`src/rtl/osd_pkg.sv`:
```
// rtl/osd_pkg.sv - shared constants, mode encodings and fill helper for the level-bar overlay
package osd_pkg;

   // Counter width for the x/y raster position and number of bar segments
   localparam int CNT_W   = 12;
   localparam int SEG_CNT = 8;

   // Overlay colours
   localparam logic [23:0] COL_BRIGHT   = 24'hFFFF00;
   localparam logic [23:0] COL_CONTRAST = 24'h00FFFF;
   localparam logic [23:0] COL_EMPTY    = 24'h404040;
   localparam logic [23:0] COL_BORDER   = 24'hFFFFFF;

   // mode_sel encodings; both hidden codes disable the overlay
   typedef enum logic [1:0] {
      MODE_HIDDEN     = 2'd0,
      MODE_BRIGHT     = 2'd1,
      MODE_CONTRAST   = 2'd2,
      MODE_HIDDEN_ALT = 2'd3
   } osd_mode_e;

   // floor(level/10) clamped to 7, as a compare chain instead of a divider
   function automatic logic [2:0] fill_from_level(input logic [7:0] lvl);
      logic [2:0] f;
      if      (lvl >= 8'd70) f = 3'd7;
      else if (lvl >= 8'd60) f = 3'd6;
      else if (lvl >= 8'd50) f = 3'd5;
      else if (lvl >= 8'd40) f = 3'd4;
      else if (lvl >= 8'd30) f = 3'd3;
      else if (lvl >= 8'd20) f = 3'd2;
      else if (lvl >= 8'd10) f = 3'd1;
      else                   f = 3'd0;
      return f;
   endfunction

endpackage

```
`src/rtl/osd_timing.sv`:
```
// rtl/osd_timing.sv - raster x/y counters, Vsync/De edge detection and frame_valid
module osd_timing
   import osd_pkg::*;
(
   input  logic             clk,
   input  logic             rst,
   input  logic             vsync_i,
   input  logic             de_i,
   output logic [CNT_W-1:0] x_o,
   output logic [CNT_W-1:0] y_o,
   output logic             vs_rise_o,
   output logic             frame_valid_o
);

   localparam logic [CNT_W-1:0] CNT_MAX = '1;

   logic             vs_prev_q, vs_prev_d;
   logic             de_prev_q, de_prev_d;
   logic             fv_q, fv_d;
   logic [CNT_W-1:0] x_q, x_d;
   logic [CNT_W-1:0] y_q, y_d;
   logic             vs_rise;
   logic             de_fall;

   // Next-state: x counts active pixels in the line, y counts completed lines in the frame
   always_comb begin
      vs_rise   = vsync_i & ~vs_prev_q;
      de_fall   = ~de_i & de_prev_q;
      vs_prev_d = vsync_i;
      de_prev_d = de_i;
      fv_d      = fv_q | vs_rise;

      x_d = x_q;
      if (de_i) begin
         if (x_q != CNT_MAX) x_d = x_q + 1'b1;
      end else begin
         x_d = '0;
      end

      // A frame start clears y even if a line ends on the same cycle
      y_d = y_q;
      if (vs_rise) begin
         y_d = '0;
      end else if (de_fall && (y_q != CNT_MAX)) begin
         y_d = y_q + 1'b1;
      end
   end

   // State registers with synchronous reset
   always_ff @(posedge clk) begin
      if (rst) begin
         vs_prev_q <= 1'b0;
         de_prev_q <= 1'b0;
         fv_q      <= 1'b0;
         x_q       <= '0;
         y_q       <= '0;
      end else begin
         vs_prev_q <= vs_prev_d;
         de_prev_q <= de_prev_d;
         fv_q      <= fv_d;
         x_q       <= x_d;
         y_q       <= y_d;
      end
   end

   assign x_o           = x_q;
   assign y_o           = y_q;
   assign vs_rise_o     = vs_rise;
   assign frame_valid_o = fv_q;

endmodule

```
`src/rtl/osd_level_bar.sv`:
```
// rtl/osd_level_bar.sv - segmented level-bar overlay on a video stream, 2-cycle pipeline
// Optional feature: define OSD_BORDER_EN to draw a 1-pixel white frame around the bar.
module osd_level_bar
   import osd_pkg::*;
#(
   parameter int BAR_X0 = 16,
   parameter int BAR_Y0 = 16,
   parameter int SEG_W  = 16,
   parameter int BAR_H  = 8
) (
   input  logic        clk,
   input  logic        rst,
   input  logic        Vsync,
   input  logic        Hsync,
   input  logic        De,
   input  logic [23:0] RGB,
   input  logic [7:0]  level,
   input  logic [1:0]  mode_sel,
   output logic        Vsync_o,
   output logic        Hsync_o,
   output logic        De_o,
   output logic [23:0] RGB_o
);

   localparam int SUB_W = (SEG_W > 1) ? $clog2(SEG_W) : 1;
   localparam logic [SUB_W-1:0] SUB_LAST = SUB_W'(SEG_W - 1);

   // Region bounds widened by one bit so the upper limits never wrap
   localparam logic [CNT_W:0] X_LO = (CNT_W+1)'(BAR_X0);
   localparam logic [CNT_W:0] X_HI = (CNT_W+1)'(BAR_X0 + SEG_CNT * SEG_W);
   localparam logic [CNT_W:0] Y_LO = (CNT_W+1)'(BAR_Y0);
   localparam logic [CNT_W:0] Y_HI = (CNT_W+1)'(BAR_Y0 + BAR_H);

   logic [CNT_W-1:0] x, y;
   logic             vs_rise, frame_valid;

   logic [7:0]       level_q, level_d;
   osd_mode_e        mode_q, mode_d;
   logic [SUB_W-1:0] seg_sub_q, seg_sub_d;
   logic [3:0]       seg_k_q, seg_k_d;

   logic             vs1_q, hs1_q, de1_q;
   logic [23:0]      rgb1_q, rgb1_d;
   logic             vs2_q, hs2_q, de2_q;
   logic [23:0]      rgb2_q;

   logic [CNT_W:0]   x_ext, y_ext;
   logic             in_x, in_y, overlay_on;
   logic [2:0]       fill;
   logic [23:0]      fill_col;
`ifdef OSD_BORDER_EN
   logic             in_bx, in_by;
`endif

   osd_timing u_timing (
      .clk           (clk),
      .rst           (rst),
      .vsync_i       (Vsync),
      .de_i          (De),
      .x_o           (x),
      .y_o           (y),
      .vs_rise_o     (vs_rise),
      .frame_valid_o (frame_valid)
   );

   // Region decode, segment tracking, frame latch and overlay colour selection
   always_comb begin
      x_ext = {1'b0, x};
      y_ext = {1'b0, y};
      in_x  = (x_ext >= X_LO) && (x_ext < X_HI);
      in_y  = (y_ext >= Y_LO) && (y_ext < Y_HI);

      // Settings only move at frame start so a frame never shows a torn bar
      level_d = vs_rise ? level : level_q;
      mode_d  = vs_rise ? osd_mode_e'(mode_sel) : mode_q;

      // Sub-counter sits at 0 until the first bar column, then walks segments
      seg_sub_d = '0;
      seg_k_d   = '0;
      if (De && in_x) begin
         if (seg_sub_q == SUB_LAST) begin
            seg_sub_d = '0;
            seg_k_d   = seg_k_q + 4'd1;
         end else begin
            seg_sub_d = seg_sub_q + 1'b1;
            seg_k_d   = seg_k_q;
         end
      end

      overlay_on = frame_valid && De &&
                   ((mode_q == MODE_BRIGHT) || (mode_q == MODE_CONTRAST));
      fill       = fill_from_level(level_q);
      fill_col   = (mode_q == MODE_BRIGHT) ? COL_BRIGHT : COL_CONTRAST;

`ifdef OSD_BORDER_EN
      in_bx = ((x_ext + 1'b1) >= X_LO) && (x_ext <= X_HI);
      in_by = ((y_ext + 1'b1) >= Y_LO) && (y_ext <= Y_HI);
`endif

      rgb1_d = RGB;
      if (overlay_on && in_x && in_y) begin
         rgb1_d = ({1'b0, fill} > seg_k_q) ? fill_col : COL_EMPTY;
      end
`ifdef OSD_BORDER_EN
      else if (overlay_on && in_bx && in_by) begin
         rgb1_d = COL_BORDER;
      end
`endif
   end

   // Frame latch, segment counter and the two aligned pipeline stages
   always_ff @(posedge clk) begin
      if (rst) begin
         level_q   <= '0;
         mode_q    <= MODE_HIDDEN;
         seg_sub_q <= '0;
         seg_k_q   <= '0;
         vs1_q     <= 1'b0;
         hs1_q     <= 1'b0;
         de1_q     <= 1'b0;
         rgb1_q    <= '0;
         vs2_q     <= 1'b0;
         hs2_q     <= 1'b0;
         de2_q     <= 1'b0;
         rgb2_q    <= '0;
      end else begin
         level_q   <= level_d;
         mode_q    <= mode_d;
         seg_sub_q <= seg_sub_d;
         seg_k_q   <= seg_k_d;
         vs1_q     <= Vsync;
         hs1_q     <= Hsync;
         de1_q     <= De;
         rgb1_q    <= rgb1_d;
         vs2_q     <= vs1_q;
         hs2_q     <= hs1_q;
         de2_q     <= de1_q;
         rgb2_q    <= rgb1_q;
      end
   end

   assign Vsync_o = vs2_q;
   assign Hsync_o = hs2_q;
   assign De_o    = de2_q;
   assign RGB_o   = rgb2_q;

endmodule

```
`config.mk`:
```
export PLATFORM = sky130hd
export DESIGN_NAME = osd_level_bar
export DESIGN_NICKNAME = d
export VERILOG_FILES = /design/src/rtl/osd_pkg.sv /design/src/rtl/osd_timing.sv /design/src/rtl/osd_level_bar.sv
export SDC_FILE = /design/constraint.sdc
export NUM_CORES = 1
export LEC_CHECK = 0
export CORE_UTILIZATION = 45
export CTS_BUF_LIST = sky130_fd_sc_hd__clkbuf_4 sky130_fd_sc_hd__clkbuf_8
export CTS_CLUSTER_DIAMETER = 100
export CTS_CLUSTER_SIZE = 40
export DETAILED_ROUTE_END_ITERATION = 16
export PLACE_DENSITY = 0.8
export SETUP_SLACK_MARGIN = 0.02
export SYNTH_ARGS = -nofsm -noshare
export SYNTH_HDL_FRONTEND = slang
export SYNTH_SLANG_ARGS = --single-unit
```
`constraint.sdc`:
```
create_clock -name clk -period 2.96 [get_ports clk]
set_input_delay 0.296 -clock clk [delete_from_list [all_inputs] [get_ports clk]]
set_output_delay 0.296 -clock clk [all_outputs]
set_load 0.05 [all_outputs]
```
== Word-level counts from Yosys, hierarchy flattened ==
Cells that the tools add are included.
Word-level totals
  bits in registers: 97
Cells by class
  $add $sub $neg: 4
  order comparisons: 12
  equality and inequality tests: 5
  multiplexer cells: 10
  bitwise logic cells: 6
  reductions and logical operators: 13
Operators by type and width (count)
  $mux 24: 3
  $add 12x1->12 const B: 2
  $ge 12x5->1 const B: 2
  $ge 8x6->1 const B: 3
  $ne 12x12->1 const B: 2
  $ge 8x5->1 const B: 2
  $lt 12x5->1 const B: 1
  $lt 12x8->1 const B: 1
  $mux 3: 4
  $add 4x1->4 const B: 2
  $ge 8x4->1 const B: 1
  $ge 8x7->1 const B: 1
  $logic_and 1x1->1: 8
  $reduce_or 2->1: 3
  $eq 4x4->1 const B: 1
  $gt 3x4->1: 1
  $mux 2: 2
  $not 1->1: 3
  $reduce_or 3->1: 1
  $and 1x1->1: 2
  $eq 2x1->1 const B: 1
  $eq 2x2->1 const B: 1
  $logic_or 1x1->1: 1
  $mux 1: 1
  $or 1x1->1: 1

== Longest topological paths before layout ==
Gate-level depths: netlist of run 1.
  word-level depth: 11
  depth in mapped cells: 10

== By module ==
From an unflattened synthesis of run 1, not the netlist that was laid out.
Unflattened totals
  cells, all modules: 404
  area total of the unflattened synthesis: 3925.0 um2
By module, submodules not included
  osd_level_bar: instances 1, cells an instance 257, area each 2663.8 um2, sequential area each 1421.4 um2
  osd_timing: instances 1, cells an instance 147, area each 1261.2 um2, sequential area each 540.5 um2

== Worst setup path after synthesis of run 1 ==
OpenSTA, ideal clock, no wires.
  kind: register to register
  start: reg level_q[5]
  end: reg rgb1_q[6]
  data arrival time: 2.333 ns
  data required time: 2.844 ns
  setup slack: 0.511 ns
  stages on the path, launching flop included: 9
  path buffers: 0
  period minus slack after synthesis: 2.449 ns
  cells stage by stage: dfxtp_1 -> inv_1 -> maj3_1 -> a221o_1 -> ha_1 -> a31oi_1 -> nand2_1 -> a2111o_1 -> and3b_1
On the way
  cells in the longest elaborated chain, start to end: 11
  elaborated cells on any way between the ends: 17
RTL lines
  from (decl): RTL line osd_level_bar.sv:37  | logic [7:0] level_q, level_d;
  from (signal assigned): RTL line osd_level_bar.sv:127  | level_q <= level_d;
  $ge 8x4->1: RTL line osd_pkg.sv:31  | else if (lvl >= 8'd10) f = 3'd1;
  $mux 1: RTL line osd_pkg.sv:31
  $mux 2: RTL line osd_pkg.sv:30  | else if (lvl >= 8'd20) f = 3'd2;
  $mux 2: RTL line osd_pkg.sv:29  | else if (lvl >= 8'd30) f = 3'd3;
  $mux 3: RTL line osd_pkg.sv:28  | else if (lvl >= 8'd40) f = 3'd4;
  $mux 3: RTL line osd_pkg.sv:27  | else if (lvl >= 8'd50) f = 3'd5;
  $mux 3: RTL line osd_pkg.sv:26  | else if (lvl >= 8'd60) f = 3'd6;
  $mux 3 *: RTL line osd_pkg.sv:25  | if (lvl >= 8'd70) f = 3'd7;
  $gt 3x4->1 *: RTL line osd_level_bar.sv:102  | rgb1_d = ({1'b0, fill} > seg_k_q) ? fill_col : COL_EMPTY;
  $mux 24 *: RTL line osd_level_bar.sv:102
  $mux 24 *: RTL line osd_level_bar.sv:101  | if (overlay_on && in_x && in_y) begin
  to (signal assigned): RTL line osd_level_bar.sv:134  | rgb1_q <= rgb1_d;
  to (decl): RTL line osd_level_bar.sv:43  | logic [23:0] rgb1_q, rgb1_d;
Mark *: on every way between the ends. The rest lies on a longest branch, timed or not.
A chain may end at the register's enable or synchronous reset.

== Worst setup path after layout of run 1 ==
Ends and elaborated chain as after synthesis.

==> key figures, run 1 <==
Run status
  • Outcome: complete, no violations

GRT
  • Initial antenna violation count: 0
  • Vias in the first global route: 2,923
  • First-pass GRT wire length: 12,740 um
  • Grt ovf: 0
  • Tot GR Track Use: 0.1814
  • Largest net degree at the start of global routing: 52

Die
  • I/O pins: 66
  • Die height: 93.65 um
  • Num rows: 33
  • Initial Utilization: 0.4624
  • Die Width: 93.65 um
  • Die Footprint: 8770 sq um
  • Placeable Area: 8175 sq um

Routing
  • TritonRoute pass-1 iters: 4
  • Wire per inst: 13.37 um
  • First DRT Iteration DRCs: 130
  • Drt total wl: 7770 um
  • Vias: 3,099
  • Vias/cell: 5.334
  • DRC Markers: 0
  • Routed Antenna Nets: 0

Power
  • Max VDD drop: 0.2213 mV
  • Cell Pwr Density: 516.9 nW/um^2
  • Leakage: 1.696 nW

Clock network
  • Postcts setup bufs: 0
  • Clock Root Buffer: clkbuf_8
  • Num CTS Buffers: 9
  • CTS tree: yes
  • Htree depth: 3
  • Clock Latency Late Sink: 0.36 ns
  • Maximum clock path buffer count: 2
  • Gates resized, CTS repair: 0
  • CTS Hold Buffers Added: 0
  • Worst-path clk slew: 0.10 ns
  • TritonCTS Sinks: 96

Min path
  • HP Class: in -> reg
  • Hold Crit Start: rst
  • Hold depth: 2
  • Worst Hold Path EP: Vsync_o

Critical path
  • Critical path arrival: 2.99 ns
  • Worst Setup Path Type: reg -> reg
  • Worst r2r src: level_q[5]
  • Max FO, Critical Path: 8
  • Element type at the critical path start: register
  • Critical path required time: 3.22 ns
  • Worst R2R Setup Slack: 0.22 ns
  • CP Capture Type: register
  • Capturing point of the worst reg2reg path: rgb1_q[6]
  • FF-to-FF path depth: 8

Synth
  • Cell with the most instances after synthesis: dfxtp_1
  • Post-synth EDFFs: 0
  • Synth top area share: 0.5084
  • Post-synth net total: 462
  • Syn Area/Cell: 9.152 sq um
  • Area leader, netlist: dfxtp_1
  • Top FF cell, synth: dfxtp_1
  • Share of flip-flops with an asynchronous set or reset: 0
  • Yosys reg bits: 96
  • Yosys warning count: 0
  • Synth cell types: 48
  • Netlist Area Pre-Place: 3780 sq um
  • Post-synth top cells: dfxtp_1, a21oi_1, o21ai_0
  • Top cells by area, synth: dfxtp_1, a21oi_1, nor2b_1
  • Sequential element share of the synthesized area: 0.5084
  • Post-Syn Instances: 413

Layout
  • Share of cells above drive strength 1: 0.05882
  • Area Overhead vs Synth: 24.16%
  • Diode count: 0
  • Nets: 520
  • Final std cells w/o fill: 581
  • Final core occ: 0.5741
  • Cell area after layout: 4693 sq um

Placed design
  • IO buf count: 64
  • Dpl cells: 565
  • Pre-CTS setup slack: 0.2083 ns
  • RePlAce Congestion: 0.9087
  • Cell Area, Placed: 4497 sq um
  • DP HPWL: 5544 um

STA
  • Final hold violation count: 0
  • Final min period: 2.740 ns
  • Max Fclk: 365.0 MHz
  • Worst slew margin: 0.4570
  • Worst-margin pin slew: 0.8057 ns
  • Setup repair after global routing missed its margin: false
  • Final worst-path cycle share: 0.9255
  • Clk_skew: 0.01071 ns
  • Worst setup margin: 0.2205 ns
  • Setup TNS: 0 ns
  • Max-slew violations: 0
  • Endpoints failing setup: 0

Flow run
  • Max Cap Viol: 0
-- layout by cell type (no fill, tap or decap), types with 3 or more instances in the layout --
master / synthesis / layout
dfxtp_1: 96 / 96
nand3_1: 8 / 8
nand2_1: 32 / 32
nor2b_1: 32 / 32
or2_2: 3 / 3
or4_1: 5 / 5
buf_4: 0 / 6
o21ai_0: 34 / 34
clkbuf_8: 0 / 9
clkdlybuf4s50_1: 0 / 63
o31ai_1: 3 / 3
xnor2_1: 6 / 6
nor4_1: 4 / 4
nor2_1: 16 / 16
xor2_1: 4 / 4
and4_1: 4 / 4
a2111o_1: 3 / 3
a21oi_1: 48 / 48
mux2i_1: 5 / 5
and3_1: 7 / 7
or3_1: 5 / 5
nand4_1: 7 / 7
nand2b_1: 6 / 6
ha_1: 10 / 10
nor3_1: 6 / 6
inv_1: 17 / 17
-- state kept, by name, indices dropped and copies added (netlist names) --
signal / count
Vsync_o: 1
u_timing.vs_prev_q: 1
seg_k_q: 4
mode_q: 2
u_timing.de_prev_q: 1
RGB_o: 24
level_q: 7
u_timing.x_o: 12
hs1_q: 1
u_timing.frame_valid_o: 1
Hsync_o: 1
rgb1_q: 24
u_timing.y_o: 12
seg_sub_q: 4
De_o: 1
-- through the flow --
step	hold WS [ns]	total power, mW
3_5_place_dp	0.4220	1.631
4_1_cts	0.2814	2.438
6_report	0.2874	2.426
3_3_place_gp	0.4157	1.622
5_1_grt	0.2955	2.509
2_1_floorplan	0.4138	1.528
-- cell families after synthesis --
family | share of synthesized area
AO/OA/AOI/OAI | 0.1642
flip-flops | 0.5084
AND/OR/NAND/NOR | 0.2122
adder cells (fa/ha/maj) | 0.03575
multiplexers | 0.01324
buffers and inverters | 0.04303
XOR/XNOR | 0.02317
-- worst max-delay path by stage --
stage / endpoint / depth (start not counted) / from / slack [ns]
floorplan: rgb1_q[6] / 8 / level_q[5] / 0.51
global placement: rgb1_q[22] / 5 / De / 0.22
detailed placement: seg_sub_q[0] / 6 / De / 0.21
CTS: rgb1_q[6] / 8 / level_q[5] / 0.23
global route: rgb1_q[6] / 8 / level_q[5] / 0.05
finish: rgb1_q[6] / 8 / level_q[5] / 0.22
-- area by class of cell --
cell class / instances / area, sq um
clock buffers: 9 / 123.9
clock inverters: 7 / 72.57
fillers: 697 / 3482
inverters: 18 / 67.56
multi-input cells: 276 / 1695
flip-flops and latches: 96 / 1922
well taps: 105 / 131.4
repair buffers: 70 / 680.7
-- power by group --
part	leakage, nW	switching [mW]	internal [mW]
Clock	0.0966	0.496	0.330
Combinational	0.812	0.134	0.114
Sequential	0.787	0.0175	1.33
-- critical path, cell delays in order, from the launching register on --
cell	delay [ns]
dfxtp_1	0.43
inv_1	0.11
maj3_1	0.37
a221o_1	0.30
ha_1	0.29
a31oi_1	0.28
nand2_1	0.09
a2111o_1	0.52
and3b_1	0.24
-- per-layer routing --
layer | GRT usage | share of wire | up-vias
met5 | 0 | 0 | -
met4 | 0.06923 | 0.013 | 0
met3 | 0.02913 | 0.051 | 8
met2 | 0.3297 | 0.49 | 83
met1 | 0.2130 | 0.44 | 1447
li1 | - | - | 1561
(Power assumes the default switching activity.)
==> run 2: changes to the inputs <==
--- a/config.mk
+++ b/config.mk
@@ -5,12 +5,13 @@
 export SDC_FILE = /design/constraint.sdc
 export NUM_CORES = 1
 export LEC_CHECK = 0
+export ABC_AREA = 1
 export CORE_UTILIZATION = 45
 export CTS_BUF_LIST = sky130_fd_sc_hd__clkbuf_4 sky130_fd_sc_hd__clkbuf_8
 export CTS_CLUSTER_DIAMETER = 100
 export CTS_CLUSTER_SIZE = 40
 export DETAILED_ROUTE_END_ITERATION = 16
-export PLACE_DENSITY = 0.8
+export PLACE_DENSITY = 0.79
 export SETUP_SLACK_MARGIN = 0.02
 export SYNTH_ARGS = -nofsm -noshare
 export SYNTH_HDL_FRONTEND = slang
==> key figures, run 2 <==
Run status
  • Outcome: complete, no violations

Synth
  • Post-synth top cells: nand2_1, dfxtp_1, nor2_1
  • Post-synth EDFFs: 0
  • Sequential element share of the synthesized area: 0.4948
  • Yosys warning count: 0
  • Cell with the most instances after synthesis: nand2_1
  • Netlist Area Pre-Place: 3884 sq um
  • Top cells by area, synth: dfxtp_1, nand2_1, nor2_1
  • Synth top area share: 0.4948
  • Post-synth net total: 561
  • Syn Area/Cell: 7.585 sq um
  • Yosys reg bits: 96
  • Synth cell types: 30
  • Post-Syn Instances: 512
  • Share of flip-flops with an asynchronous set or reset: 0
  • Area leader, netlist: dfxtp_1
  • Top FF cell, synth: dfxtp_1

Flow run
  • Max Cap Viol: 0

Layout
  • Share of cells above drive strength 1: 0.07069
  • Area Overhead vs Synth: 23.03%
  • Diode count: 0
  • Fillers: 767
  • Commonest non-fill, non-tap cell in the layout: nand2_1
  • Area occupied by multi-input gates: 1593 sq um
  • Nets: 624
  • Most frequent cells in the layout: nand2_1, dfxtp_1, nor2_1
  • Register area: 1922 sq um

Power
  • Cell Pwr Density: 508.4 nW/um^2
  • Leakage: 1.986 nW
  • Max VDD drop: 0.1981 mV

STA
  • Final min period: 2.293 ns
  • Final hold violation count: 0
  • Final worst-path cycle share: 0.7746
  • Worst-margin pin slew: 0.6681 ns
  • Endpoints failing setup: 0
  • Setup TNS: 0 ns
  • WHS: 0.3979 ns
  • Max Fclk: 436.1 MHz
  • Clk_skew: 0.009309 ns
  • Setup repair after global routing missed its margin: false
  • Max-slew violations: 0
  • Worst slew margin: 0.5535

Routing
  • TritonRoute pass-1 iters: 4
  • Routed Antenna Nets: 0
  • Vias/cell: 4.788
  • DRC Markers: 0
  • Vias: 3,280
  • First DRT Iteration DRCs: 141
  • Drt total wl: 7561 um
  • Wire per inst: 11.04 um

GRT
  • Grt ovf: 0
  • First-pass GRT wire length: 12,860 um
  • Tot GR Track Use: 0.1810
  • Vias in the first global route: 3,037
  • Largest net degree at the start of global routing: 54
  • Initial antenna violation count: 0

Die
  • Die Width: 94.90 um
  • Placeable Area: 8299 sq um
  • I/O pins: 66
  • Initial Utilization: 0.4680
  • Die height: 94.90 um
  • Num rows: 33
  • Die Footprint: 9006 sq um

Critical path
  • Critical path required time: 3.25 ns
  • Element type at the critical path start: register
  • Worst Setup Path Type: reg -> reg
  • Max FO, Critical Path: 8
  • CP Capture Type: register
  • Critical path arrival: 2.59 ns

Clock network
  • Clock Root Buffer: clkbuf_8
  • TritonCTS Sinks: 96
  • CTS Hold Buffers Added: 0
  • Maximum clock path buffer count: 2
  • Worst-path clk slew: 0.10 ns
  • Htree depth: 3
  • Postcts setup bufs: 0
  • Num CTS Buffers: 9
  • CTS tree: yes
  • Gates resized, CTS repair: 0
  • Clock Latency Late Sink: 0.37 ns

Placed design
  • RePlAce Congestion: 0.9442
  • DP HPWL: 5472 um
  • IO buf count: 64

Min path
  • HP Class: reg -> reg
-- run 2: cell count changes after synthesis, sizes merged, moves of 7 or more --
cell / previous run / this run
nand2: 32 / 105
inv: 17 / 79
clkbuf: 21 / 8
nor2: 16 / 82
and3: 7 / 0
nor2b: 32 / 0
o21ai: 34 / 19
nand3: 8 / 23
-- run 2: per-layer routing --
layer	global-route usage	part of all wire	vias up
li1	-	-	1718
met1	0.2216	0.46	1468
met2	0.3106	0.47	83
met3	0.04106	0.056	11
met4	0.06313	0.014	0
met5	0	0	-
-- run 2: power by group --
group | leakage (nW) | total, mW | internal, mW | switching, mW
logic | 1.11 | 0.262 | 0.111 | 0.152
clock network | 0.0884 | 0.811 | 0.320 | 0.491
registers | 0.788 | 1.36 | 1.34 | 0.0193
-- run 2: area by class of cell --
class                   count  area share
flip-flops and latches     96      0.4022
clock buffers               9     0.02592
inverters                  79     0.06206
well taps                 105     0.02749
multi-input cells         323      0.3333
clock inverters             7     0.01283
repair buffers             66      0.1362
-- run 2: critical path: stages (launching register included) --
cell	delay, ns
dfxtp_1	0.34
nor2_1	0.15
nand2_1	0.12
a21oi_1	0.14
nand2_1	0.06
nand2_1	0.05
nand2_1	0.05
a21oi_1	0.13
ha_1	0.24
a31o_2	0.23
nor2_1	0.27
nand3_2	0.23
a21oi_1	0.21
-- run 2: cell families (layout without fill, tap and decap cells) --
family,count (synthesis),after routing,synth area share
flops,96,96,0.4948
fa+ha+maj,10,10,0.03222
compound gates,77,77,0.1108
buf+inv,93,161,0.09504
xor+xnor,11,11,0.02481
simple gates,225,225,0.2423
-- run 2: metrics by stage --
stage	utilization	total power, mW	cell area (sq um)	setup slack [ns]	instances
floorplan	-	1.546	3884	0.9747	512
global placement	0.5534	1.643	4593	0.7583	669
detailed placement	0.5534	1.650	4593	0.6669	669
CTS	0.5758	2.451	4778	0.6468	685
global route	0.5758	2.536	4778	0.3945	685
finish	0.5758	2.429	4778	0.6671	685
-- run 2: path summary, 6_finish.rpt --
path                   start   endpoint  slack, ns  cells past startpoint
setup / recovery  level_q[6]  rgb1_q[1]       0.67                     12
hold / removal    rgb1_q[18]  RGB_o[18]       0.40                      2
setup reg to reg  level_q[6]  rgb1_q[1]       0.67                     12
hold reg to reg   rgb1_q[18]  RGB_o[18]       0.40                      2
==> run 3: changes to the inputs <==
--- a/config.mk
+++ b/config.mk
@@ -11,7 +11,7 @@
 export CTS_CLUSTER_DIAMETER = 100
 export CTS_CLUSTER_SIZE = 40
 export DETAILED_ROUTE_END_ITERATION = 16
-export PLACE_DENSITY = 0.79
+export PLACE_DENSITY = 0.82
 export SETUP_SLACK_MARGIN = 0.02
 export SYNTH_ARGS = -nofsm -noshare
 export SYNTH_HDL_FRONTEND = slang
==> constraint.sdc (replaced) <==
create_clock -name clk -period 2.1 [get_ports clk]
set_input_delay 0.21 -clock clk [delete_from_list [all_inputs] [get_ports clk]]
set_output_delay 0.21 -clock clk [all_outputs]
set_load 0.05 [all_outputs]
==> key figures, run 3 (synthesis gave the netlist of run 2 again) <==
Run status
  • Outcome: complete, but fails checks
  • Failing checks: setup timing

Power
  • Leakage: 2.045 nW
  • Total Power: 3.508 mW
  • Cell Pwr Density: 706.2 nW/um^2
  • Max VDD drop: 0.3514 mV

Die
  • Die height: 94.90 um
  • Placeable Area: 8299 sq um
  • I/O pins: 66
  • Die Width: 94.90 um
  • Die Footprint: 9006 sq um
  • Initial Utilization: 0.4680
  • Num rows: 33

STA
  • Clk_skew: 0.01380 ns
  • Final min period: 2.124 ns
  • Max Fclk: 470.7 MHz
  • Final hold violation count: 0
  • Final worst-path cycle share: 1.012
  • Worst-margin pin slew: 0.5587 ns
  • Setup repair after global routing missed its margin: true
  • Endpoints failing setup: 5
  • Max-slew violations: 0
  • Worst slew margin: 0.6275
  • Worst setup margin: -0.02431 ns

Clock network
  • TritonCTS Sinks: 96
  • Clock Root Buffer: clkbuf_8
  • CTS tree: yes
  • Htree depth: 3
  • Num CTS Buffers: 9
  • Maximum clock path buffer count: 2
  • Clock Latency Late Sink: 0.36 ns
  • Worst-path clk slew: 0.10 ns

Layout
  • Fillers: 676
  • Final std cells w/o fill: 693
  • Nets: 632
  • Most frequent cells in the layout: nand2_1, dfxtp_1, inv_1, nor2_1, clkdlybuf4s50_1
  • Diode count: 0
  • Area Overhead vs Synth: 27.90%
  • Share of cells above drive strength 1: 0.1293
  • Commonest non-fill, non-tap cell in the layout: nand2_1

Critical path
  • Critical path arrival: 2.43 ns
  • Element type at the critical path start: register
  • Delay-heaviest family, CP: compound AO/OA/AOI/OAI gates
  • Worst Setup Path Type: reg -> reg
  • Worst path buffer plus inverter count: 2
  • Max incr delay on CP: 0.35 ns
  • Max FO, Critical Path: 8
  • Crit-path cells: nor2_4 -> nand2_4 -> buf_4 -> o31ai_4 -> o21ai_1 -> ha_1 -> a31o_2 -> nor2_2 -> buf_6 -> nand3_4 -> a21oi_2
  • CP Capture Type: register
  • Critical path required time: 2.41 ns
  • CP max stage cell: dfxtp_2

GRT
  • GR Util met3: 0.04267
  • Busiest grt layer: met2
  • Grt ovf: 0
  • First-pass GRT wire length: 13,480 um
  • Largest net degree at the start of global routing: 54
  • Initial antenna violation count: 0
  • Vias in the first global route: 3,166
  • Met2 usage: 0.3453
  • Tot GR Track Use: 0.1929
  • M1 GR Usage: 0.2161

Placed design
  • Dpl cells: 673
  • RePlAce Congestion: 0.9217
  • IO buf count: 64
  • DP HPWL: 5666 um

Routing
  • Vias: 3,383
  • Routed Antenna Nets: 0
  • TritonRoute pass-1 iters: 4
  • Vias/cell: 4.882
  • DRC Markers: 0
  • First DRT Iteration DRCs: 135
  • Drt total wl: 8200 um
  • Wire per inst: 11.83 um

Flow run
  • Max Cap Viol: 0

Min path
  • HP Class: in -> reg
run 3: cell types whose count changed in the layout (fill, tap and decap cells not counted), sizes merged:
cell	change
clkinvlp	-1
buf	+8
clkinv	+1
run 3: final timing paths:
path	startpoint	to	slack, ns	depth (start not counted)
hold / removal	rst	level_q[2]	0.30	4
setup reg to reg	level_q[6]	rgb1_q[21]	-0.02	11
hold reg to reg	rgb1_q[20]	RGB_o[20]	0.40	2
setup / recovery	level_q[6]	rgb1_q[21]	-0.02	11
run 3: stage by stage:
step / cell area [sq um] / TNS (ns) / worst slack [ns] / utilization / hold slack [ns]
global route: 4967 / -1.679 / -0.1125 / 0.5985 / 0.3364
global placement: 4623 / 0 / 0.0003855 / 0.5571 / 0.3899
floorplan: 3884 / 0 / 0.1147 / - / 0.3170
finish: 4967 / -0.06621 / -0.02431 / 0.5985 / 0.3015
detailed placement: 4623 / -0.9791 / -0.08381 / 0.5571 / 0.3948
CTS: 4943 / 0 / 0.02230 / 0.5957 / 0.2884
run 3: metal layers:
metal  up-vias  part of all wire
met4         0             0.023
met1      1521              0.41
met5         -                 0
met2       109              0.50
met3        20             0.068
li1       1733                 -
run 3: power by group:
group / total, mW / internal, mW / switching (mW)
clock network: 1.15 / 0.457 / 0.694
logic: 0.440 / 0.189 / 0.251
registers: 1.92 / 1.89 / 0.0297
total: 3.51 / 2.53 / 0.975
run 3: cell type report:
| class | instances | area, sq um | area share |
|---|---|---|---|
| multi-input combinational | 323 | 1707 | 0.3436 |
| inverter | 79 | 296.5 | 0.05970 |
| clock inverter | 7 | 66.31 | 0.01335 |
| timing repair buffer | 74 | 714.4 | 0.1438 |
| tap | 105 | 131.4 | 0.02645 |
| sequential | 96 | 1928 | 0.3882 |
| clock buffer | 9 | 123.9 | 0.02494 |
run 3: repair_timing:
item | CTS | global route
endpoints found under the setup margin | 23 | 23
pin swaps | 7 | 10
gates resized for setup | 30 | 9
setup buffers | 4 | 0
endpoints found under the hold margin | 0 | 0
hold buffers | 0 | 0
run 3: worst register-to-register path, delay by kind of cell (launching register included):
family,cells,cell delay [ns]
AOI/OAI and AO/OA,4,0.61
DFF,1,0.35
buffers and inverters,2,0.29
adders and majority gates,1,0.30
and+or+nand+nor,4,0.52
